--- src/rtl/riscv_pkg.sv ---
// Shared definitions for the fetch stage: widths, reset/flush constants and
// the fetch controller state encoding.
package riscv_pkg;

  localparam int          XLEN      = 32;
  localparam logic [31:0] RESET_PC  = 32'h0000_0000;
  localparam logic [31:0] NOP_INSTR = 32'h0000_0013;  // addi x0,x0,0

  typedef enum logic [1:0] {
    S_BOOT  = 2'd0,
    S_FETCH = 2'd1,
    S_HALT  = 2'd2
  } fetch_state_t;

endpackage

--- src/rtl/fetch_pc_next.sv ---
// Combinational next-PC select (hold / PC+4 / redirect target) with the
// alignment check on redirect targets.
module fetch_pc_next #(
  parameter int XLEN = riscv_pkg::XLEN
) (
  input  logic [XLEN-1:0] pc,
  input  logic            fetch_en,
  input  logic            load,
  input  logic            redirect_valid,
  input  logic [XLEN-1:0] redirect_target,
  output logic [XLEN-1:0] pc_next,
  output logic [XLEN-1:0] pc_plus4,
  output logic            misaligned
);

  always_comb begin
    pc_plus4   = pc + XLEN'(4);
    misaligned = fetch_en & redirect_valid & (redirect_target[1:0] != 2'b00);
    pc_next    = pc;
    if (fetch_en) begin
      // A misaligned target freezes the PC; the controller halts instead.
      if (redirect_valid) begin
        if (!misaligned) begin
          pc_next = redirect_target;
        end
      end else if (load) begin
        pc_next = pc_plus4;
      end
    end
  end

endmodule

--- src/rtl/fetch_unit.sv ---
// PC register and IF/ID stage: fetches one word per cycle from instruction
// memory and hands it to decode over a valid/ready handshake.
module fetch_unit #(
  parameter int          XLEN      = riscv_pkg::XLEN,
  parameter logic [XLEN-1:0] RESET_PC  = XLEN'(riscv_pkg::RESET_PC),
  parameter logic [31:0] NOP_INSTR = riscv_pkg::NOP_INSTR
) (
  input  logic            clk,
  input  logic            reset_n,
  output logic [XLEN-1:0] imem_pc,
  input  logic [31:0]     imem_instr,
  input  logic            redirect_valid,
  input  logic [XLEN-1:0] redirect_target,
  output logic            id_valid,
  input  logic            id_ready,
  output logic [XLEN-1:0] id_pc,
  output logic [XLEN-1:0] id_pc_plus4,
  output logic [31:0]     id_instr,
  output logic            fetch_fault,
  output logic [31:0]     fetch_count
);

  import riscv_pkg::*;

  fetch_state_t    state_reg, state_next;
  logic [XLEN-1:0] pc_reg;
  logic [XLEN-1:0] pc_next;
  logic [XLEN-1:0] pc_plus4;
  logic            id_valid_reg;
  logic [XLEN-1:0] id_pc_reg;
  logic [XLEN-1:0] id_pc_plus4_reg;
  logic [31:0]     id_instr_reg;
  logic            fetch_fault_reg;
  logic [31:0]     fetch_count_reg;

  logic fetch_en;
  logic load;
  logic handshake;
  logic misaligned;

  assign fetch_en  = (state_reg == S_FETCH);
  assign load      = fetch_en & (~id_valid_reg | id_ready) & ~redirect_valid;
  assign handshake = id_valid_reg & id_ready;

  fetch_pc_next #(
    .XLEN(XLEN)
  ) u_pc_next (
    .pc              (pc_reg),
    .fetch_en        (fetch_en),
    .load            (load),
    .redirect_valid  (redirect_valid),
    .redirect_target (redirect_target),
    .pc_next         (pc_next),
    .pc_plus4        (pc_plus4),
    .misaligned      (misaligned)
  );

  // Boot spends one cycle idle so the memory can leave its own reset output.
  always_comb begin
    state_next = state_reg;
    case (state_reg)
      S_BOOT:  state_next = S_FETCH;
      S_FETCH: if (misaligned) state_next = S_HALT;
      S_HALT:  state_next = S_HALT;
      default: state_next = S_BOOT;
    endcase
  end

  always_ff @(posedge clk or negedge reset_n) begin
    if (!reset_n) begin
      state_reg <= S_BOOT;
    end else begin
      state_reg <= state_next;
    end
  end

  always_ff @(posedge clk or negedge reset_n) begin
    if (!reset_n) begin
      pc_reg          <= RESET_PC;
      id_valid_reg    <= 1'b0;
      id_pc_reg       <= '0;
      id_pc_plus4_reg <= '0;
      id_instr_reg    <= NOP_INSTR;
      fetch_fault_reg <= 1'b0;
      fetch_count_reg <= '0;
    end else begin
      pc_reg <= pc_next;
      if (handshake) begin
        fetch_count_reg <= fetch_count_reg + 32'd1;
      end
      if (misaligned) begin
        fetch_fault_reg <= 1'b1;
      end
      // Redirect beats both stall and load, flushing regardless of id_ready.
      if (fetch_en && redirect_valid) begin
        id_valid_reg <= 1'b0;
        if (!misaligned) begin
          id_instr_reg <= NOP_INSTR;
        end
      end else if (load) begin
        id_valid_reg    <= 1'b1;
        id_pc_reg       <= pc_reg;
        id_pc_plus4_reg <= pc_plus4;
        id_instr_reg    <= imem_instr;
      end else if (id_ready) begin
        id_valid_reg <= 1'b0;
      end
    end
  end

  assign imem_pc     = pc_reg;
  assign id_valid    = id_valid_reg;
  assign id_pc       = id_pc_reg;
  assign id_pc_plus4 = id_pc_plus4_reg;
  assign id_instr    = id_instr_reg;
  assign fetch_fault = fetch_fault_reg;
  assign fetch_count = fetch_count_reg;

endmodule

--- config.mk ---
export PLATFORM = sky130hd
export DESIGN_NAME = fetch_unit
export DESIGN_NICKNAME = d
export VERILOG_FILES = /design/src/rtl/riscv_pkg.sv /design/src/rtl/fetch_pc_next.sv /design/src/rtl/fetch_unit.sv
export SDC_FILE = /design/constraint.sdc
export NUM_CORES = 1
export LEC_CHECK = 0
export BUFFER_PORTS_ARGS = -buffer_cell sky130_fd_sc_hd__buf_2
export CORE_AREA = 2 2 185 114
export CTS_BUF_LIST = sky130_fd_sc_hd__clkbuf_4
export DETAILED_ROUTE_END_ITERATION = 8
export DIE_AREA = 0 0 187 116
export PLACE_DENSITY = 0.67
export REMOVE_ABC_BUFFERS = 1
export SYNTH_ARGS = -nofsm -noshare
export SYNTH_HDL_FRONTEND = slang
export SYNTH_HIERARCHICAL = 1
export SYNTH_SLANG_ARGS = --single-unit
export TNS_END_PERCENT = 10
--- constraint.sdc ---
create_clock -name clk -period 3.6 [get_ports clk]
set_input_delay 0.72 -clock clk [delete_from_list [all_inputs] [get_ports clk]]
set_output_delay 0.72 -clock clk [all_outputs]
set_load 0.1 [all_outputs]
# ---- Word-level counts from Yosys, hierarchy flattened
# Index checks and enable logic that the tools add are counted.
dict set report totals {
  regBits 164
  latch_bits 0
  mem_bits_rw 0
  mem_bits_ro 0
  in_bits 68
  out_inout_bits 162
  wordCells 44
  memories 0
}
dict set report op_classes {
  addsub 2
  n_mul 0
  div_mod_pow 0
  order_cmp 0
  n_eq_ne 5
  shifts 0
  mux 11
  bitwise 9
  reduce_logical 9
}
# op n
set ops {}
lappend ops {{$mux 32} 6}
lappend ops {{$add 32x1->32 const B} 1}
lappend ops {{$add 32x3->32 const B} 1}
lappend ops {{$pmux 2 s3} 1}
lappend ops {{$reduce_bool 2->1} 3}
lappend ops {{$and 1x1->1} 5}
lappend ops {{$ne 2x2->1 const B} 2}
lappend ops {{$reduce_and 2->1} 2}
lappend ops {{$mux 1} 3}
lappend ops {{$not 1->1} 3}
lappend ops {{$reduce_and 3->1} 1}
lappend ops {{$reduce_bool 3->1} 1}
lappend ops {{$eq 2x1->1 const B} 1}
lappend ops {{$eq 2x2->1 const B} 1}
lappend ops {{$logic_not 2->1} 1}
lappend ops {{$mux 2} 1}
lappend ops {{$ne 2x1->1 const B} 1}
lappend ops {{$logic_and 1x1->1} 1}
lappend ops {{$or 1x1->1} 1}

# ---- Longest topological paths before layout
# Gate-level depths: netlist (run 1).
dict set report depth {
  depth_word 6
  depth_mapped 13
  depth_no_buf 9
}

# ---- Hierarchy
# The synthesis (run 1) kept the hierarchy.
# mod instances cells_per_inst area_per_inst_um2 seq_area_each_um2
set modules_own_cells {}
lappend modules_own_cells {fetch_unit 1 382 5945.7 4107.7}
lappend modules_own_cells {fetch_pc_next 1 311 1965.6 0.0}

# ---- Worst setup path before layout (run 1)
# Ideal clock, no wire load.
dict set report synth_timing {
  path_type {register -> register}
  startpoint {register id_valid_reg, in the netlist id_valid}
  endpoint {register pc_reg[23], in the netlist imem_pc[23]}
  setup_ns 0.124
  t_arrival_ns 2.650
  required_ns 3.476
  slack_ns 0.826
  path_stages_with_launch 11
  path_buffers 4
  period_less_slack_ns 2.774
  path_cell_list {dfrtp_1 > nand2b_1 > nand2b_1 > inv_2 > buf_2 > buf_2 > buf_2 > nand3b_1 > clkbuf_1 > nor3_1 > a211o_1}
}
dict set report synth_between {
  elab_chain_len 6
}
# item line
set synth_lines {}
lappend synth_lines {{start, declared} fetch_unit.sv:29} ;# logic id_valid_reg;
lappend synth_lines {{start signal, assigned} fetch_unit.sv:80} ;# id_valid_reg <= 1'b0;
lappend synth_lines {{start signal, assigned} fetch_unit.sv:96} ;# id_valid_reg <= 1'b0;
lappend synth_lines {{start signal, assigned} fetch_unit.sv:101} ;# id_valid_reg <= 1'b1;
lappend synth_lines {{$not 1->1} fetch_unit.sv:42} ;# assign load = fetch_en & (~id_valid_reg | id_ready) & ~redirect_valid;
lappend synth_lines {{$or 1x1->1} fetch_unit.sv:42}
lappend synth_lines {{$and 1x1->1 (2 in series)} fetch_unit.sv:42}
lappend synth_lines {{via load} fetch_unit.sv:37} ;# logic load;
lappend synth_lines {{$reduce_bool 2->1 (no line)} n/a}
lappend synth_lines {{$reduce_and 3->1 (no line)} n/a}
lappend synth_lines {{end signal, assigned} fetch_unit.sv:87} ;# pc_reg <= pc_next;
lappend synth_lines {{end, declared} fetch_unit.sv:26} ;# logic [XLEN-1:0] pc_reg;
# The timed path passes the listed nets, and every way through them passes these cells.
# A chain may end at the register's enable or synchronous reset.

# ---- Final worst setup path (run 1)
dict set report layout_timing {
  startpoint {register pc_reg[6], in the netlist imem_pc[6]}
  endpoint {output imem_pc[6]}
}
# item line
set layout_rtl {}
lappend layout_rtl {{end, declared} fetch_unit.sv:10} ;# output logic [XLEN-1:0] imem_pc,
# No word-level cell between the ends.

==> results of run 1 <==
[how the worst max path moves through the flow]
stage | start | to | slack (ps)
global placement | redirect_valid | imem_pc[4]$_DFF_PN0_ | 1040
CTS | imem_pc[6]$_DFF_PN0_ | imem_pc[6] | 1050
finish | imem_pc[6]$_DFF_PN0_ | imem_pc[6] | 1090
global route | state_reg[1]$_DFFE_PN0P_ | imem_pc[29]$_DFF_PN0_ | 1000
detailed placement | redirect_valid | imem_pc[29]$_DFF_PN0_ | 970
floorplan | state_reg[1]$_DFFE_PN0P_ | imem_pc[30]$_DFF_PN0_ | -240
[area by class of cell]
type                       count  share of cell area, %
sequential                   164                   42.7
tap                          273                   3.55
inverter                      12                  0.495
clock buffer                  19                   1.48
clock inverter                12                   1.39
timing repair buffer         246                   13.4
multi-input combinational    467                   36.9
[kinds of logic (layout without fill, tap and decap cells)]
kind of cell             Yosys count  after routing  share of synthesized area, %
AND/OR/NAND/NOR                  207            207                          15.3
adder cells (fa/ha/maj)            4              4                         0.633
flip-flops                       164            164                          51.9
XOR/XNOR                          58             58                          6.42
AO/OA/AOI/OAI                    122            122                          11.5
buffers and inverters             62            289                          3.57
multiplexers                      76             76                          10.7
[Yosys cell counts, types with 3 or more instances]
library cell	number	area, um2
nor2_1	22	82.6
o22a_1	3	26.3
clkbuf_1	15	56.3
ha_1	4	50.1
a21oi_1	15	75.1
and4_1	11	96.3
dfrtp_1	161	4030
nand3_1	25	125
and3_1	15	93.8
buf_4	5	37.5
a31o_2	5	43.8
a31oi_1	4	25.0
mux2i_1	9	90.1
a22oi_1	8	60.1
mux2_2	66	743
nor4_1	7	43.8
inv_1	11	41.3
buf_2	24	120
a41o_1	3	30.0
o21ai_0	20	100
nand2_1	49	184
xor2_1	12	105
nand4_1	28	175
xnor2_1	46	403
a22o_1	37	324
nor3_1	9	45.0
nand2b_1	6	37.5
a221oi_1	3	26.3
buf_1	5	18.8
and2_1	9	56.3
dfstp_2	3	78.8
o311ai_0	3	26.3
nor2b_1	4	25.0
[metal layers]
metal | wire length [um] | global-route usage [%] | up-vias
met2 | 8970 | 28.1 | 254
met4 | 212 | 5.19 | 0
li1 | - | - | 2981
met1 | 11100 | 32.0 | 3145
met5 | 0 | 0 | -
met3 | 1760 | 5.27 | 18
[worst reg2reg max path, delay by kind of cell (launching register included)]
family / cells / cell delay (ps)
muxes: 1 / 260
DFF: 1 / 500
adders and majority gates: 1 / 330
xor gates and xnor gates: 1 / 180
and+or+nand+nor: 3 / 1060
[through the flow]
stage	TNS [ps]	util [%]	setup slack, ps	hold slack [ps]
5_1_grt	0	48.4	1000	115
3_3_place_gp	0	47.0	1040	458
2_1_floorplan	-556	-	-244	424
6_report	0	48.4	1090	128
4_1_cts	0	48.4	1050	117
3_5_place_dp	0	47.0	970	463
==> run metrics, run 1 <==
critical path's slowest cell=dfrtp_1; HP Class=input pin to async pin; DR vias/cell=around 5.4; Ant. Diodes=0; drt first-iter violations=between 500 and 600; hold_buf cts=0; Worst path top cell family by delay=flip-flops; fill cell count=about 1900; RSZ-0062 raised after global routing=false; placed insts=~1200; Yosys warnings=6; Total GRT Usage=about a fifth; Setup CP Type=register to output port; area of the multi-input gates=3540 um2; die height=116 um; Buf/Inv on CP=1; Synth Area per Inst=11.4 um2; share of cells above drive strength 1=39.6%; grt total ovfl=0; Most used DFF post-synth=dfrtp_1; WL final=~22000 um; final hold violation count=0; period utilization=69.7%; worst reg-to-reg setup slack=about 1200 ps; die area=about 22000 um2; routed via count=6398; most common cell after layout, fill and taps aside=buf_2; total stage count of the critical path=1; Tmin final=2510 ps; final setup fails=0; cells after synthesis=approximately 690; Initial Utilization=between 30% and 40%; post-DP HPWL=~16000 um; drt drc=0; clk_skew=~30 ps; Req. time, crit path=2880 ps; flops & latches, synth=164; DRT Pass-1 Iters=5; Setup Fix Bufs, Post-CTS=0; Worst path max stage delay=680 ps; htree depth=4; fmax=between 300 and 400 MHz; reg2reg start=imem_pc[3]$_DFF_PN0_; status=finished, final reports clean; Least-Margin Pin Slew=slightly above 800 ps; clk_lat worst skew=roughly 590 ps; WL/cell=around 18 um; Critical Path Sink Type=output port; CORE AREA=19900 um2; Antenna Violating Nets Remaining=0; fin area=around 9600 um2; worst-path fanout max=12; layout net count=between 900 and 1000; first-pass GRT wire length=between 30000 and 40000 um; TritonCTS clock tree=yes; Mapped Area=7910 um2; I/O Buffers=229; post-cts sizing count=0; Async SR Flop Fraction=between 90% and 100%; register area=about 4000 um2; placed cell area=9330 um2; WP data arrival=~1800 ps; die width=187 um; IO Count=230; Post-synth EDFFs=0; clock sink total=164; GPL Wtd Cong=about 0.84; final instance count without filler cells=between 1000 and 1500; Max Cap Violations=0; startpoint class of the critical path=register; Layout area overhead=21.5%; R2R cell count=6; fin. max-slew vios=0; initial antenna violation count=0; CTS Buf Count=17; Root Buffer=clkbuf_4; post-synthesis sequential area ratio=approximately half; vias in the first global route=around 6000; Slew HR=around 45%; most frequent cells in the layout=228 x buf_2, 161 x dfrtp_1, 66 x mux2_2; clock buffer depth=2; cell breakdown of the critical path=buf_2; r2r endpoint=id_pc_plus4[28]$_DFFE_PN0P_; Std-Cell Rows=40; synth unique cells=65; largest net degree at the start of global routing=between 70 and 80; Clock transition at path regs=roughly 160 ps
Power of run 1 is not shown: default switching activity piles up to over one toggle a cycle in this logic, so the estimate is an artifact.
==> inputs of run 2 (changes only) <==
==> constraint.sdc (replaced) <==
create_clock -name clk -period 2.49 [get_ports clk]
set_input_delay 0.498 -clock clk [delete_from_list [all_inputs] [get_ports clk]]
set_output_delay 0.498 -clock clk [all_outputs]
set_load 0.1 [all_outputs]
==> run metrics, run 2 (same netlist as run 1, synthesis figures left out) <==
status=finished, final reports clean; Buf/Inv on CP=2; final hold violation count=0; Req. time, crit path=between 1500 and 2000 ps; critical path's slowest cell=dfrtp_1; die height=approximately 120 um; drt first-iter violations=~560; worst-path fanout max=7; I/O Buffers=229; Ant. Diodes=0; first-pass GRT wire length=~35000 um; post-cts sizing count=0; IO Count=230; Layout area overhead=24.7%; WP data arrival=1720 ps; clk_lat worst skew=between 500 and 600 ps; CORE AREA=19900 um2; Clock transition at path regs=around 150 ps; Std-Cell Rows=40; clock sink total=around 160; Slew HR=a little under three fifths; cell breakdown of the critical path=buf_4 > buf_2; most frequent cells in the layout=228 x buf_2, 161 x dfrtp_1, 66 x mux2_2; Setup Fix Bufs, Post-CTS=0; Least-Margin Pin Slew=657 ps; routed via count=~6500; startpoint class of the critical path=register; initial antenna violation count=0; DR vias/cell=between 5 and 6; Root Buffer=clkbuf_4; RSZ-0062 raised after global routing=false; layout net count=around 1000; Max Cap Violations=0; HP Class=input pin to register; WL final=~22000 um; post-DP HPWL=around 16000 um; Worst path top cell family by delay=buffers and inverters; period utilization=approximately nine tenths; final setup fails=0; fin. max-slew vios=0; Setup CP Type=register to output port; WL/cell=18.4 um; Tmin final=2220 ps; largest net degree at the start of global routing=just over 70; vias in the first global route=approximately 6000; TritonCTS clock tree=yes; drt drc=0; fmax=~450 MHz; die area=around 22000 um2; clk_skew=23.8 ps; share of cells above drive strength 1=between 40% and 50%; CTS Buf Count=17; fin area=9860 um2; grt total ovfl=0; htree depth=4; most common cell after layout, fill and taps aside=buf_2; Critical Path Sink Type=output port; utilization after layout=between 40% and 50%; die width=about 190 um; DRT Pass-1 Iters=4; placed cell area=~9600 um2; clock buffer depth=2; Total GRT Usage=between 20% and 30%; Antenna Violating Nets Remaining=0; Worst path max stage delay=about 520 ps; GPL Wtd Cong=between 0.8 and 0.9; Initial Utilization=about two fifths
==> run 2: cell types whose count changed in the layout (fill, tap and decap cells not counted), sizes merged <==
cell | previous run | this run
buf | 246 | 270
bufinv | 2 | 3
clkinv | 6 | 7
clkinvlp | 3 | 2
dlygate4sd3 | 0 | 1
==> run 2: path summary, 6_finish.rpt <==
path                                        startpoint                          end  slack [ps]  depth (start not counted)
hold / removal                          imem_instr[14]     id_instr[14]$_DFFE_PN0P_         150                          2
hold reg to reg            fetch_count[31]$_DFFE_PN0P_  fetch_count[31]$_DFFE_PN0P_         480                          1
setup / recovery                  imem_pc[5]$_DFF_PN0_                   imem_pc[5]         270                          2
max in group asynchronous                      reset_n  id_pc_plus4[23]$_DFFE_PN0P_        1370                          3
min in group asynchronous                      reset_n         imem_pc[4]$_DFF_PN0_         420                          2
setup reg to reg                  imem_pc[5]$_DFF_PN0_  id_pc_plus4[29]$_DFFE_PN0P_         310                          5
==> run 2: area by class of cell <==
class / instances / area, um2
clock inverter: 13 / 159
clock buffer: 19 / 143
timing repair buffer: 271 / 1520
sequential: 164 / 4110
inverter: 12 / 47.5
fill: 1840 / 10000
multi-input combinational: 467 / 3540
tap: 273 / 342
==> run 2: what timing repair did <==
item                                    4_1_cts  5_1_grt
endpoints found under the setup margin        0        0
hold buffers                                  1        0
endpoints found under the hold margin        34        0
==> run 2: stage by stage <==
stage	setup slack (ps)	cells	hold slack, ps	setup TNS [ps]
after floorplan	-1350	643	202	-88050
after global placement	442	1186	448	0
after detailed placement	399	1186	449	0
after CTS	229	1219	87.7	0
after global routing	143	1219	68.2	0
final	270	1219	145	0
==> run 2: per-layer routing <==
layer,GRT usage [%],up-vias,routed length [um]
met1,32.1,3218,11100
met3,6.21,22,1790
met5,0,-,0
met4,6.46,0,327
li1,-,3023,-
met2,27.9,263,9190
Power of run 2 is left out for the same reason.
